==> src/rtl/pipeline_stall_ctrl.sv <==
// Central stall/flush sequencer for the 5-stage pipeline. Merges load-use,
// branch/jump redirect, data-memory wait and mul/div requests into per-stage
// enables and bubble controls. Also runs the mul/div go/ack handshake and
// keeps stall/flush event counters.
//
//   state    | meaning
//   ---------+-----------------------------------------------------------
//   ST_RUN   | normal flow; a mul/div op in EX issues md_go
//   ST_MD_WAIT | EX holds the mul/div op until md_done (or latched md_rdy)
module pipeline_stall_ctrl #(
    parameter int CNT_W = 32
) (
    input  logic             clk,
    input  logic             reset,
    input  logic             load_use_stall,
    input  logic             branch_taken_ex,
    input  logic             jump_id,
    input  logic             dmem_req,
    input  logic             dmem_ready,
    input  logic             md_op_ex,
    input  logic             md_done,
    output logic             md_go,
    output logic             md_ack,
    output logic             pc_en,
    output logic             if_id_en,
    output logic             if_id_flush,
    output logic             id_ex_en,
    output logic             id_ex_flush,
    output logic             ex_mem_en,
    output logic             ex_mem_flush,
    output logic             mem_wb_en,
    output logic             mem_wb_flush,
    output logic [CNT_W-1:0] stall_count,
    output logic [CNT_W-1:0] flush_count
);

    localparam logic [0:0] ST_RUN     = 1'b0;
    localparam logic [0:0] ST_MD_WAIT = 1'b1;

    logic [0:0] state;
    logic [0:0] state_nxt;
    logic       md_rdy;
    logic       md_rdy_nxt;
    logic       mem_wait;
    logic       md_hit;

    assign mem_wait = dmem_req & ~dmem_ready;
    assign md_hit   = md_done | md_rdy;

    // Priority resolution of all stall/flush requests into stage controls.
    always_comb begin
        pc_en        = 1'b1;
        if_id_en     = 1'b1;
        id_ex_en     = 1'b1;
        ex_mem_en    = 1'b1;
        mem_wb_en    = 1'b1;
        if_id_flush  = 1'b0;
        id_ex_flush  = 1'b0;
        ex_mem_flush = 1'b0;
        mem_wb_flush = 1'b0;
        md_go        = 1'b0;
        md_ack       = 1'b0;
        state_nxt    = state;
        md_rdy_nxt   = md_rdy;

        if (reset) begin
            pc_en        = 1'b0;
            if_id_en     = 1'b0;
            id_ex_en     = 1'b0;
            ex_mem_en    = 1'b0;
            mem_wb_en    = 1'b0;
            if_id_flush  = 1'b1;
            id_ex_flush  = 1'b1;
            ex_mem_flush = 1'b1;
            mem_wb_flush = 1'b1;
            state_nxt    = ST_RUN;
            md_rdy_nxt   = 1'b0;
        end else if (mem_wait) begin
            // Freeze everything up to EX/MEM; the load/store retires nothing.
            pc_en        = 1'b0;
            if_id_en     = 1'b0;
            id_ex_en     = 1'b0;
            ex_mem_en    = 1'b0;
            mem_wb_flush = 1'b1;
            // A result landing now must not be lost while EX/MEM is frozen.
            if (md_done)
                md_rdy_nxt = 1'b1;
        end else if (state == ST_RUN && md_op_ex) begin
            md_go        = 1'b1;
            pc_en        = 1'b0;
            if_id_en     = 1'b0;
            id_ex_en     = 1'b0;
            ex_mem_flush = 1'b1;
            state_nxt    = ST_MD_WAIT;
        end else if (state == ST_MD_WAIT && !md_hit) begin
            pc_en        = 1'b0;
            if_id_en     = 1'b0;
            id_ex_en     = 1'b0;
            ex_mem_flush = 1'b1;
        end else begin
            if (state == ST_MD_WAIT) begin
                // Result captured into EX/MEM; ID/EX advances past the op.
                md_ack     = 1'b1;
                md_rdy_nxt = 1'b0;
                state_nxt  = ST_RUN;
            end
            if (state == ST_RUN && branch_taken_ex) begin
                if_id_flush = 1'b1;
                id_ex_flush = 1'b1;
            end else if (load_use_stall) begin
                // Jump waits too: its operand may come from the load.
                pc_en       = 1'b0;
                if_id_en    = 1'b0;
                id_ex_flush = 1'b1;
            end else if (jump_id) begin
                if_id_flush = 1'b1;
            end
        end
    end

    // FSM state and sticky mul/div-ready flag.
    always_ff @(posedge clk) begin
        if (reset) begin
            state  <= ST_RUN;
            md_rdy <= 1'b0;
        end else begin
            state  <= state_nxt;
            md_rdy <= md_rdy_nxt;
        end
    end

    // Performance counters; wrap naturally at all-ones.
    always_ff @(posedge clk) begin
        if (reset) begin
            stall_count <= '0;
            flush_count <= '0;
        end else begin
            if (!pc_en)
                stall_count <= stall_count + 1'b1;
            if (if_id_flush)
                flush_count <= flush_count + 1'b1;
        end
    end

endmodule

==> config.mk <==
export PLATFORM = sky130hd
export DESIGN_NAME = pipeline_stall_ctrl
export DESIGN_NICKNAME = d
export VERILOG_FILES = /design/src/rtl/pipeline_stall_ctrl.sv
export SDC_FILE = /design/constraint.sdc
export NUM_CORES = 1
export LEC_CHECK = 0
export CORE_UTILIZATION = 45
export CTS_BUF_LIST = sky130_fd_sc_hd__clkbuf_4
export CTS_CLUSTER_DIAMETER = 100
export CTS_CLUSTER_SIZE = 25
export DETAILED_ROUTE_END_ITERATION = 10
export GPL_TIMING_DRIVEN = 0
export PLACE_DENSITY_LB_ADDON = 0.3
export SYNTH_ARGS = -nofsm -noshare
export SYNTH_HDL_FRONTEND = slang
export SYNTH_SLANG_ARGS = --single-unit
==> constraint.sdc <==
create_clock -name clk -period 5.01 [get_ports clk]
set_input_delay 1.002 -clock clk [delete_from_list [all_inputs] [get_ports clk]]
set_output_delay 1.002 -clock clk [all_outputs]
set_load 0.01 [all_outputs]
; Yosys cells after proc, flatten, opt, wreduce, memory -nomap -nowiden
; Cells that the tools add are included.
[word_totals]
input_bits = 9
output_inout_bits = 75
regBits = 66
[op_classes]
n_reduce_logical = 7
n_mux = 47
bitwise_logic = 5
n_eq_ne = 4
add_sub_neg = 2
[ops]
columns = cell, n
row1 = $add 32x1->32 const B, 2
row2 = $mux 1, 47
row3 = $ne 2x2->1 const B, 4
row4 = $reduce_and 4->1, 1
row5 = $logic_and 1x1->1, 3
row6 = $not 1->1, 3
row7 = $reduce_and 2->1, 1
row8 = $reduce_bool 2->1, 1
row9 = $and 1x1->1, 1
row10 = $logic_not 1->1, 1
row11 = $or 1x1->1, 1

; Logic depth before layout (Yosys ltp)
; Gate-level depths: netlist of the first run.
[depth]
word_depth = 7
depth_mapped = 8
ltp_nobuf = 6

; Worst setup path after synthesis of the first run
; No wires, ideal clock.
[synth_path]
path_type = in2out
start = input port md_done
end = output port pc_en
t_required_ns = 4.008
setup_slack_ns = 1.854
arrival_ns = 2.154
n_path_buf = 2
cell_stages = 5
path_cell_list = or3b_1 > nand4_1 > clkbuf_1 > nor2_1 > buf_4
[synth_via]
elab_chain_len = 7
[synth_rtl]
columns = element, line
row1 = start: declaration, 21  ; input logic md_done,
row2 = $or 1x1->1, 48  ; assign md_hit = md_done | md_rdy;
row3 = $logic_not 1->1, 95  ; end else if (state == ST_MD_WAIT && !md_hit) begin
row4 = $logic_and 1x1->1, 95
row5 = $mux 1 (4 in a row), -
row6 = end: declaration, 24  ; output logic pc_en,
; No other way between the ends.

; Worst setup path after layout of the first run
[layout_path]
start = input port md_done
end = output port pc_en
[layout_via]
elab_chain_len = 7
[layout_rtl]
columns = element, line
row1 = $or 1x1->1, 48
row2 = $logic_not 1->1, 95
row3 = $logic_and 1x1->1, 95
row4 = $mux 1, 95
row5 = $mux 1, 88  ; end else if (state == ST_RUN && md_op_ex) begin
row6 = $mux 1, 78  ; end else if (mem_wait) begin
row7 = $mux 1, 66  ; if (reset) begin
; No other way between the ends.

==> results.txt, run 1 <==
----------------------------------------------------
[Timing]
  Peak Freq ... 231 MHz
  RSZ-0062 raised after global routing ... false
  Max Clock Skew ... 15.4 ps
  Total Negative Setup Slacks ... 0 ps
  Worst-case headroom to the max-slew limit ... 53.9%
  Number of max-slew violations in the final report ... 0
  Final-report hold violation count ... 0
  Transition time of the tightest slew-check pin ... a little under 700 ps
  Time the final worst path needs with I/O delays and setup ... 4320 ps
  Endpoints failing setup ... 0
  Period Utilization, post-route ... 86.3%
  Worst Hold Margin ... 503 ps

[Clock network]
  Worst-skew pair later-pin latency ... 420 ps
  Number of buffers on the longest clock path ... 2
  Post-CTS Setup Bufs ... 0
  Cts-stage hold buffer count ... 0
  H-tree levels ... 3
  Cts repair resizes ... 0
  Clock Root Buffer ... clkbuf_4
  Clock transition at the register clock pins on the worst setup and hold paths after CTS ... roughly 100 ps
  Cts bufs inserted ... 9
  Clock net sink count ... 66
  Clock tree from TritonCTS ... built

[Setup path]
  Critical path destination ... pc_en
  Arrival time at the worst endpoint ... 3320 ps
  Crit end category ... output port
  Worst Path Required ... 4010 ps
  Setup slack of the most critical reg-to-reg path ... 2510 ps
  Maximum fanout encountered on the critical timing path ... 10
  RR Startpoint ... stall_count[0]
  Number of cells on the worst reg-to-reg path ... 6
  Type of the setup path with the least slack ... primary input to output port
  Critical Path Start ... md_done
  Worst r2r dst ... stall_count[26]
  Kind of start point of the critical path ... primary input

[Floorplanning]
  Height of the die ... 87.1 um
  Floorplan die width ... 87.1 um
  Standard cell core area ... 0.00691 mm2
  Initial core utilization ... a little under half
  Die area ... 0.00759 mm2
  Number of cell rows ... 30
  IO Count ... 84

[Worst hold path]
  Classification of the worst-slack hold path ... flip-flop to flip-flop

[Route]
  Initial drt markers ... 167
  Antenna viol nets, final ... 0
  Via count ... 3251
  Total wire length after detailed routing ... 8450 um
  Post-detailed-route wirelength per cell ... 14.5 um
  Drt pass-1 iters ... 5
  Routed via count divided by cell count ... 5.57
  DRC viols ... 0

[Yosys]
  Main area contributors after synthesis ... dfxtp_1, xnor2_1, nor2_1, xor2_1, nand4_1
  Share of Yosys cell area claimed by the top area cell type ... 40.5%
  Instance count of the mapped netlist ... 390
  Net count after synthesis ... 401
  Leading area contributor after synthesis ... dfxtp_1
  Summed instance area of the synthesized netlist ... 0.00326 mm2
  Post-Syn Area per Cell ... around 8.4 um2
  Syn. warnings ... 0
  Distinct cells, synth ... 44
  Share of the yosys chip area belonging to registers ... 40.5%
  Flip-flop cell with the highest count after synthesis ... dfxtp_1
  Count of flip-flops with a built-in enable after synthesis ... 0
  #FFs+latches synth ... 66
  Fraction of synthesis flops using an asynchronous set or reset pin ... 0%

[Power and ir drop]
  LEAKAGE ... 0.00136 uW
  Post-layout power ... between 900 and 1000 uW
  Worst VDD drop ... approximately 150 uV
  Power per unit of standard cell area ... 224 mW/mm2

[Place]
  Final weighted congestion in routability-driven placement ... 0.947
  Count of input and output buffers ... 83
  HPWL Detailed ... 6220 um

[Final layout]
  Net count reported at finish ... 495
  Most common cell after layout, fill and taps aside ... clkdlybuf4s50_1
  Area growth, synth to finish ... 33.1%
  Number of inserted diodes ... 0
  Proportion of layout cells with a drive suffix above 1 ... 5.12%
  Utilization after layout ... 62.8%
  Highest-count cells in the layout ignoring fill and taps ... clkdlybuf4s50_1, dfxtp_1, nor2_1, xnor2_1, nand2_1

[Global routing]
  Vias in the first global route ... 2954
  Global router's overall resource usage ... a little under a quarter
  Wire length of the first global-routing pass ... 13700 um
  Initial antenna violation count ... 0
  Overall overflow remaining after global route ... 0
  Maximum number of pins on one net before global-route repair ... 11

[Flow run]
  Max-cap violations ... 0

[Status]
  Outcome ... completed

----------------------------------------------------
-- cells in the mapped netlist (10+ instances only) --
cell      count
nand4_1      18
nor2_1       58
nand2_1      26
a21oi_1      19
clkbuf_1     15
nor3_1       10
xor2_1       15
xnor2_1      33
nand3_1      20
o21ai_0      11
dfxtp_1      66
-- final cells by class --
cell class,instances,area [um2]
clock inverters,4,43.8
multi-input cells,297,1820
repair buffers,83,831
fillers,641,2570
flip-flops and latches,66,1320
well taps,96,120
plain buffers,18,80.1
clock buffers,11,82.6
inverters,9,33.8
-- layer usage --
layer / vias up / share of wire (%) / track usage [%]
met5: - / 0 / 0
met4: 0 / 2.1 / 12.1
met3: 18 / 4.7 / 3.98
met2: 104 / 47 / 38.2
met1: 1525 / 46 / 28.7
li1: 1604 / - / -
-- worst max-delay path, stage by stage --
cell and delay, ps:
clkdlybuf4s50_1 460, or3b_1 420, nand4_1 170, clkbuf_1 420, nor2_1 200, buf_4 180
clkdlybuf4s50_1 470
-- power by group --
part	switching [uW]	internal (uW)
Combinational	53.2	39.6
Sequential	9.03	530
Clock	183	158
Total	245	728
-- registers in the layout, summed over array words and instances (netlist names) --
name         flops
state            1
flush_count     32
md_rdy           1
stall_count     32
-- per-stage QoR --
stage	instance area [um2]	setup WS [ps]	instances
2_1_floorplan	3260	1850	390
3_3_place_gp	4210	762	569
3_5_place_dp	4210	719	569
4_1_cts	4340	708	584
5_1_grt	4340	592	584
6_report	4340	685	584
-- kinds of logic (layout without fill, tap and decap cells) --
| kind of cell | Yosys count | in the layout | share of synthesized area [%] |
|---|---|---|---|
| AND/OR/NAND/NOR | 184 | 184 | 28.9 |
| flip-flops | 66 | 66 | 40.5 |
| AO/OA/AOI/OAI | 62 | 62 | 13.1 |
| XOR/XNOR | 48 | 48 | 12.9 |
| buffers and inverters | 27 | 125 | 3.49 |
| adder cells (fa/ha/maj) | 2 | 2 | 0.768 |
| multiplexers | 1 | 1 | 0.307 |
-- how the worst min path moves through the flow --
stage	depth (start not counted)	end	start
after floorplan	2	stall_count[31]	stall_count[31]
after global routing	2	flush_count[28]	flush_count[28]
after detailed placement	2	flush_count[28]	flush_count[28]
after global placement	2	flush_count[30]	flush_count[30]
final	2	flush_count[28]	flush_count[28]
after CTS	2	flush_count[28]	flush_count[28]
Note: power is estimated with default switching activity, not from simulation.
==> inputs of run 2 (changes only) <==
--- a/config.mk
+++ b/config.mk
@@ -5,7 +5,7 @@
 export SDC_FILE = /design/constraint.sdc
 export NUM_CORES = 1
 export LEC_CHECK = 0
-export CORE_UTILIZATION = 45
+export CORE_UTILIZATION = 54
 export CTS_BUF_LIST = sky130_fd_sc_hd__clkbuf_4
 export CTS_CLUSTER_DIAMETER = 100
 export CTS_CLUSTER_SIZE = 25
==> results.txt, run 2 (synthesis results as in run 1) <==
----------------------------------------------------
[Route]
  Post-detailed-route wirelength per cell ... 15.1 um (+4.3%)
  Total wire length after detailed routing ... 8470 um (+0.18%)
  Antenna viol nets, final ... 0 (unchanged)
  Wire length on met3 ... 438 um (+9.5%)
  Initial drt markers ... 199 (+19%)
  Uppermost routed layer ... met4
  Met2 wire length ... 4080 um (+2.6%)
  Routed via count divided by cell count ... 5.90 (+6.0%)
  Via count ... 3311 (+1.8%)
  Post-Route M1 WL ... 3880 um (-0.69%)
  DRC viols ... 0 (unchanged)
  Drt pass-1 iters ... 4 (-1)

[Floorplanning]
  Initial core utilization ... 57.4% (+10 points)
  Die area ... 0.00635 mm2 (-16%)
  Floorplan die width ... 79.7 um (-8.5%)
  Height of the die ... 79.7 um (-8.5%)
  Standard cell core area ... 0.00568 mm2 (-18%)
  Number of cell rows ... 27 (-10%)
  IO Count ... 84 (unchanged)

[Final layout]
  Number of inserted diodes ... 0 (unchanged)
  Most common cell after layout, fill and taps aside ... clkdlybuf4s50_1
  Area growth, synth to finish ... 33.9%
  Proportion of layout cells with a drive suffix above 1 ... 5.52% (+0.40 points)
  Highest-count cells in the layout ignoring fill and taps ... clkdlybuf4s50_1, dfxtp_1, nor2_1, xnor2_1, nand2_1
  Utilization after layout ... 76.9% (+14 points)
  Regs by FF count ... flush_count (32), stall_count (32)
  Number of fill cells ... 408 (-36%)
  Flip-flop and latch area ... 0.00132 mm2 (unchanged)
  Net count reported at finish ... 495 (unchanged)
  Multi-input combinational cell area ... 0.00182 mm2 (unchanged)

[Timing]
  Time the final worst path needs with I/O delays and setup ... 4320 ps (-5.65 ps)
  Final critical-path setup slack ... 691 ps (+5.65 ps)
  Peak Freq ... 232 MHz (+0.13%)
  Final-report hold violation count ... 0 (unchanged)
  Total Negative Setup Slacks ... 0 ps (unchanged)
  Transition time of the tightest slew-check pin ... 685 ps (+0.416 ps)
  Period Utilization, post-route ... 86.2% (-0.11 points)
  RSZ-0062 raised after global routing ... false
  Number of max-slew violations in the final report ... 0 (unchanged)
  Max Clock Skew ... 16.2 ps (+0.762 ps)
  Worst-case headroom to the max-slew limit ... 53.9% (about the same)
  Endpoints failing setup ... 0 (unchanged)

[Clock network]
  Cts-stage hold buffer count ... 0 (unchanged)
  Clock net sink count ... 66 (unchanged)
  Clock transition at the register clock pins on the worst setup and hold paths after CTS ... 110 ps (about the same)
  H-tree levels ... 3 (unchanged)
  Number of buffers on the longest clock path ... 2 (unchanged)
  Clock Root Buffer ... clkbuf_4
  Worst-skew pair later-pin latency ... 390 ps (-30 ps)
  Post-CTS Setup Bufs ... 0 (unchanged)
  Cts bufs inserted ... 9 (unchanged)
  Cts repair resizes ... 0 (unchanged)
  Clock tree from TritonCTS ... built

[Setup path]
  Arrival time at the worst endpoint ... 3320 ps (about the same)
  Type of the setup path with the least slack ... primary input to output port
  Setup slack of the most critical reg-to-reg path ... 2550 ps (+40 ps)
  Most common cell type on the critical path ... clkdlybuf4s50_1
  Cells along the critical path ... clkdlybuf4s50_1 -> or3b_1 -> nand4_1 -> clkbuf_1 -> nor2_1 -> buf_4 -> clkdlybuf4s50_1
  Buf/Inv on CP ... 4 (unchanged)
  Maximum fanout encountered on the critical timing path ... 10 (unchanged)
  Crit end category ... output port
  RR Startpoint ... stall_count[0]
  Biggest cell delay along the critical path ... 470 ps (about the same)
  Dominant delay contributor by cell family on the critical path ... buffers and inverters
  Kind of start point of the critical path ... primary input
  Worst r2r dst ... stall_count[28]
  Slowest-stage cell, CP ... clkdlybuf4s50_1
  Number of cells on the worst reg-to-reg path ... 6 (unchanged)
  Worst Path Required ... 4010 ps (about the same)

[Worst hold path]
  Worst Hold Launch ... flush_count[28]
  Classification of the worst-slack hold path ... flip-flop to flip-flop
  Cell count of the worst hold path ... 2 (unchanged)
  Hold EP ... flush_count[28]

[Power and ir drop]
  LEAKAGE ... 0.00139 uW (+1.7%)
  Worst VDD drop ... 158 uV (+5.4%)
  Post-layout power ... 1080 uW (+11%)
  Power per unit of standard cell area ... 248 mW/mm2 (+10%)

[Status]
  Outcome ... completed

[Global routing]
  Overall overflow remaining after global route ... 0 (unchanged)
  Global router's overall resource usage ... 28.1% (+5.0 points)
  Maximum number of pins on one net before global-route repair ... 12 (+1)
  Vias in the first global route ... 3087 (+4.5%)
  Initial antenna violation count ... 0 (unchanged)
  Wire length of the first global-routing pass ... 14200 um (+3.6%)

[Flow run]
  Max-cap violations ... 0 (unchanged)

[Place]
  HPWL Detailed ... 6060 um (-2.6%)
  Final weighted congestion in routability-driven placement ... 0.882 (-6.9%)
  Pre-CTS worst setup slack ... 692 ps (-27.9 ps)
  Count of input and output buffers ... 83 (unchanged)

----------------------------------------------------
[run 2: cell count changes in the layout (fill, tap and decap cells not counted)]
| cell | change |
|---|---|
| clkinvlp_4 | +1 |
| clkinv_1 | -1 |
| clkinv_2 | -1 |
| bufinv_16 | +2 |
[run 2: layout make-up]
cell class	count	share of cell area, %
sequential	66	30.3
multi-input combinational	297	41.8
tap	72	2.06
clock buffer	11	1.89
inverter	9	0.774
clock inverter	5	2.35
timing repair buffer	83	19.0
buffer	18	1.83
[run 2: metrics by stage]
stage	hold slack (ps)	instances	area (um2)
3_3_place_gp	474	545	4180
2_1_floorplan	496	390	3260
4_1_cts	510	561	4370
6_report	514	561	4370
5_1_grt	553	561	4370
3_5_place_dp	494	545	4180
[run 2: worst max path at each step]
stage	depth (start not counted)	startpoint	to
CTS	7	md_done	pc_en
finish	7	md_done	pc_en
global placement	7	md_done	pc_en
global route	7	md_done	pc_en
floorplan	5	md_done	pc_en
detailed placement	7	md_done	pc_en
[run 2: power by group]
| part | internal, uW | switching [uW] |
|---|---|---|
| sequential | 530 | 9.22 |
| clock | 264 | 185 |
| combinational | 39.6 | 53.2 |
| total | 833 | 248 |
[run 2: worst reg2reg max path, delay by kind of cell, from the launching register on]
kind                       cells  cell delay, ps
AOI/OAI and AO/OA              2             540
and+or+nand+nor                3            1110
DFF                            1             480
adders and majority gates      1             260
[run 2: per-layer routing]
| layer | vias up | track usage, % |
|---|---|---|
| li1 | 1604 | - |
| met1 | 1577 | 37.1 |
| met2 | 123 | 45.6 |
| met3 | 7 | 4.46 |
| met4 | 0 | 10.7 |
| met5 | - | 0 |
==> RTL edit 1, RTL diff (flow settings as in run 1) <==
Put one more register stage on the output `flush_count`, without a reset. The value now appears one clock later. The other outputs are not delayed to match.
--- a/src/rtl/pipeline_stall_ctrl.sv
+++ b/src/rtl/pipeline_stall_ctrl.sv
@@ -38,2 +38,4 @@
     localparam logic [0:0] ST_MD_WAIT = 1'b1;
+
+    logic [CNT_W-1:0] flush_count_s0;
 
@@ -135,3 +137,3 @@
             stall_count <= '0;
-            flush_count <= '0;
+            flush_count_s0 <= '0;
         end else begin
@@ -140,4 +142,8 @@
             if (if_id_flush)
-                flush_count <= flush_count + 1'b1;
+                flush_count_s0 <= flush_count_s0 + 1'b1;
         end
+    end
+
+    always_ff @(posedge clk) begin
+        flush_count <= flush_count_s0;
     end
Function: changed (a bounded check fails within 4 cycles, from zero or initial values and one cycle with reset high).
==> RTL edit 1 against run 1 <==
  * Sequential power is 48% higher
  * Global-route usage is 2.2 points lower
  * Synthesized area is 20% higher
  * Sequential share of layout area is 8.6 points higher
  * Utilization is 2.6 points lower
  * Wire length is 7.8% higher
  * Hold slack worse by 110 ps
  * Power is 33% higher
  * Critical path type unchanged
  * Sequential cell count is 32 higher
  * Cell area is 16% higher
  * Die area is 20% higher
  * Worst setup slack worse by 310 ps
  * Fmax is 6.6% lower
  * Cell count is 8.7% higher
  * Critical endpoint is now if_id_flush
==> RTL edit 1: results (changes against run 1) <==
- Status: completed
- Syn_area_per_cell: 9.11 sq um (+9.0%)
- Placed instance count: 619 (+8.8%)
- Worst skew pair latency: 450 ps (+30 ps)
- Fin Clk Skew: 20.8 ps (+5.42 ps)
- Fillcell total: 709 (+11%)
- Vias in the first global route: 3099 (+4.9%)
- Clock slew seen by the registers of the worst setup and hold paths: 140 ps (+40 ps)
- CP delay by family, top: compound AO/OA/AOI/OAI gates
- Non-filler cells, final: 635 (+8.7%)
- Post-synthesis sequential area ratio: 0.500 (+0.0943)
- Distinct cells, synth: 45 (+2.3%)
- Post-synth top cells: dfxtp_1 (98), nor2_1 (45), a21oi_1 (30), xnor2_1 (29), nand2_1 (26)
- Crit path largest cell delay: 1160 ps (+690 ps)
- Final nets: 536 (+8.3%)
- Worst path slowest cell: a2111oi_0
- Fraction of layout cells with a size suffix above 1: 0.0585 (+0.00726)
- Pin count of the biggest net entering global routing: 20 (+9)
- Placed cell area: 4890 sq um (+16%)
- VDD IR-drop max: 0.127 mV (-16%)
- CP Data Arrival Time: 3630 ps (+310 ps)
- Sinks on Clock Net: 98 (+48%)
- Synth Net Count: 442 (+10%)
- Via count: 3511 (+8.0%)
- GRT Resource Usage Total: 0.209 (-0.0216)
- Biggest regs: flush_count: 32 flops, flush_count_s0: 32 flops, stall_count: 32 flops
==> RTL edit 1: per-stage QoR <==
step | util | setup slack [ps]
global route | 0.602 | 316
detailed placement | 0.586 | 414
CTS | 0.602 | 408
global placement | 0.586 | 437
finish | 0.602 | 379
floorplan | - | 1750
==> RTL edit 1: per-layer routing <==
metal / track usage / vias up / routed length, um
met4: 0.0983 / 0 / 178
met1: 0.267 / 1637 / 4080
met2: 0.343 / 122 / 4350
met5: 0 / - / 0
met3: 0.0335 / 17 / 501
li1: - / 1735 / -
==> RTL edit 1: cell type report <==
type                    instances  area share
plain buffers                  22      0.0187
repair buffers                 83       0.165
inverters                      16      0.0120
clock inverters                 7      0.0134
multi-input cells             295       0.360
clock buffers                   9      0.0134
well taps                     105      0.0262
flip-flops and latches         98       0.391
==> RTL edit 1: path summary, 6_finish.rpt <==
path | slack [ps] | to | cells after the start | startpoint
hold reg to reg | 390 | flush_count[31]$_DFF_P_ | 0 | flush_count_s0[31]$_SDFFE_PP0P_
setup / recovery | 380 | if_id_flush | 5 | load_use_stall
hold / removal | 390 | flush_count[31]$_DFF_P_ | 0 | flush_count_s0[31]$_SDFFE_PP0P_
setup reg to reg | 2620 | stall_count[14]$_SDFFE_PP0N_ | 7 | state$_SDFFE_PP0P_
==> RTL edit 1: power by group <==
part / switching (mW) / internal [mW] / total [mW]
logic: 0.0494 / 0.0393 / 0.0887
clock network: 0.291 / 0.117 / 0.409
registers: 0.00890 / 0.787 / 0.796
==> RTL edit 1: cell families after synthesis <==
family                     synth area share
xor gates and xnor gates             0.0781
adders and majority gates           0.00637
buffers and inverters                0.0392
muxes                               0.00797
AOI/OAI and AO/OA                     0.126
DFF                                   0.500
and+or+nand+nor                       0.243
==> RTL edit 2, RTL diff (flow settings as in run 1) <==
Without the edit above. `CNT_W`: 32 -> 64.
--- a/src/rtl/pipeline_stall_ctrl.sv
+++ b/src/rtl/pipeline_stall_ctrl.sv
@@ -10,3 +10,3 @@
 module pipeline_stall_ctrl #(
-    parameter int CNT_W = 32
+    parameter int CNT_W = 64
 ) (
Interface: changed (resized flush_count and stall_count); port bits go from 84 to 148. The function was not compared with the original's and may differ.
==> RTL edit 2 against run 1 <==
  * Sequential cell count is 64 higher
  * Clock skew is 1.3 ps lower
  * Sequential share of layout area is 0.30 points higher
  * Sequential power is 95% higher
  * Power is 95% higher
  * Wire length is 120% higher
  * Synthesized area is 99% higher
  * Cell area is 95% higher
  * Largest power group unchanged
  * Utilization is 2.3 points lower
  * Worst setup slack worse by 320 ps
==> RTL edit 2: results (changes against run 1) <==
- Crit path largest cell delay: 630 ps (+160 ps)
- Biggest regs: flush_count: 64 flops, stall_count: 64 flops
- Drt via density: 5.96 (+7.1%)
- Grt met1 use: 0.352 (+0.0645)
- Post-synthesis sequential area ratio: 0.401 (-0.00445)
- Placed cell area: 8180 sq um (+94%)
- Final nets: 965 (+95%)
- DP HPWL: 13800 um (+120%)
- First-pass GRT wire length: 30700 um (+120%)
- Pin count of the biggest net entering global routing: 17 (+6)
- Fin Clk Skew: 14.1 ps (-1.33 ps)
- Non-filler cells, final: 1147 (+96%)
- Wl on met1: 8710 um (+120%)
- Initial antenna violation count: 1 (+1)
- Synth Net Count: 800 (+100%)
- P_comb: 0.111 mW (+20%)
- Gp weighted congestion: 0.901 (-4.9%)
- Vias in the first global route: 6149 (+110%)
- Post-synth top cells: dfxtp_1 (130), a21oi_1 (78), nor2_1 (66), nand2_1 (55), nand4_1 (48)
- Sw Ratio: 0.250 (-0.00156)
- Ranking of synthesized cells by area: dfxtp_1 (40%), a21oi_1 (6.0%), or4_1 (5.2%)
- Fillcell total: 1288 (+100%)
- GRT Resource Usage Total: 0.261 (+0.0305)
- Fraction of layout cells with a size suffix above 1: 0.0507 (-0.000505)
- Port Buf Inserts: 146 (+76%)
- Status: completed
- 1st-iter DRT viols: 558 (+230%)
- H-tree levels: 4 (+1)
- VDD IR-drop max: 0.142 mV (-5.6%)
- Detailed Route WL: 18900 um (+120%)
- Sw Pwr: 0.474 mW (+93%)
- Global Route met3 Usage: 0.0585 (+0.0187)
- Setup WS pre-CTS: 414 ps (-305 ps)
- Multi-input logic area: 3630 sq um (+99%)
- M2 GR Usage: 0.396 (+0.0147)
==> RTL edit 2: cell count changes in the layout (fill, tap and decap cells not counted), sizes merged, moves of 23 or more <==
cell and delta:
nand2 +29, dfxtp +64, o31ai +41, clkdlybuf4s50 +63, clkbuf +30, or3 +23
nand4 +30, a21oi +59, or4 +38
==> RTL edit 2: path summary, 6_finish.rpt <==
check	start	to	slack [ps]	cells past startpoint
worst max-delay path	md_op_ex	id_ex_en	360	7
worst min-delay path	flush_count[63]$_SDFFE_PP0P_	flush_count[63]$_SDFFE_PP0P_	510	2
worst max register to register	flush_count[12]$_SDFFE_PP0P_	flush_count[31]$_SDFFE_PP0P_	2040	7
worst min register to register	flush_count[63]$_SDFFE_PP0P_	flush_count[63]$_SDFFE_PP0P_	510	2
==> RTL edit 2: final cells by class <==
| cell class | instances | area share |
|---|---|---|
| Sequential cell | 130 | 0.308 |
| Buffer | 45 | 0.0210 |
| Clock inverter | 13 | 0.0170 |
| Clock buffer | 18 | 0.0160 |
| Timing Repair Buffer | 146 | 0.173 |
| Tap cell | 180 | 0.0266 |
| Inverter | 22 | 0.00976 |
| Antenna cell | 1 | 0.000296 |
| Multi-Input combinational cell | 592 | 0.429 |
==> RTL edit 2: worst reg2reg max path, stage by stage, from the launching register on <==
cell,delay (ps)
dfxtp_1,450
nand4_1,220
nor3_1,760
o2111ai_1,430
clkbuf_1,320
clkbuf_1,290
o41ai_1,290
a21oi_1,100
==> RTL edit 2: cells by family after synthesis <==
group,Yosys count,synth area share
compound gates,195,0.190
xor+xnor,44,0.0594
fa+ha+maj,2,0.00385
buf+inv,67,0.0401
flops,130,0.401
mux,3,0.00482
simple gates,348,0.301
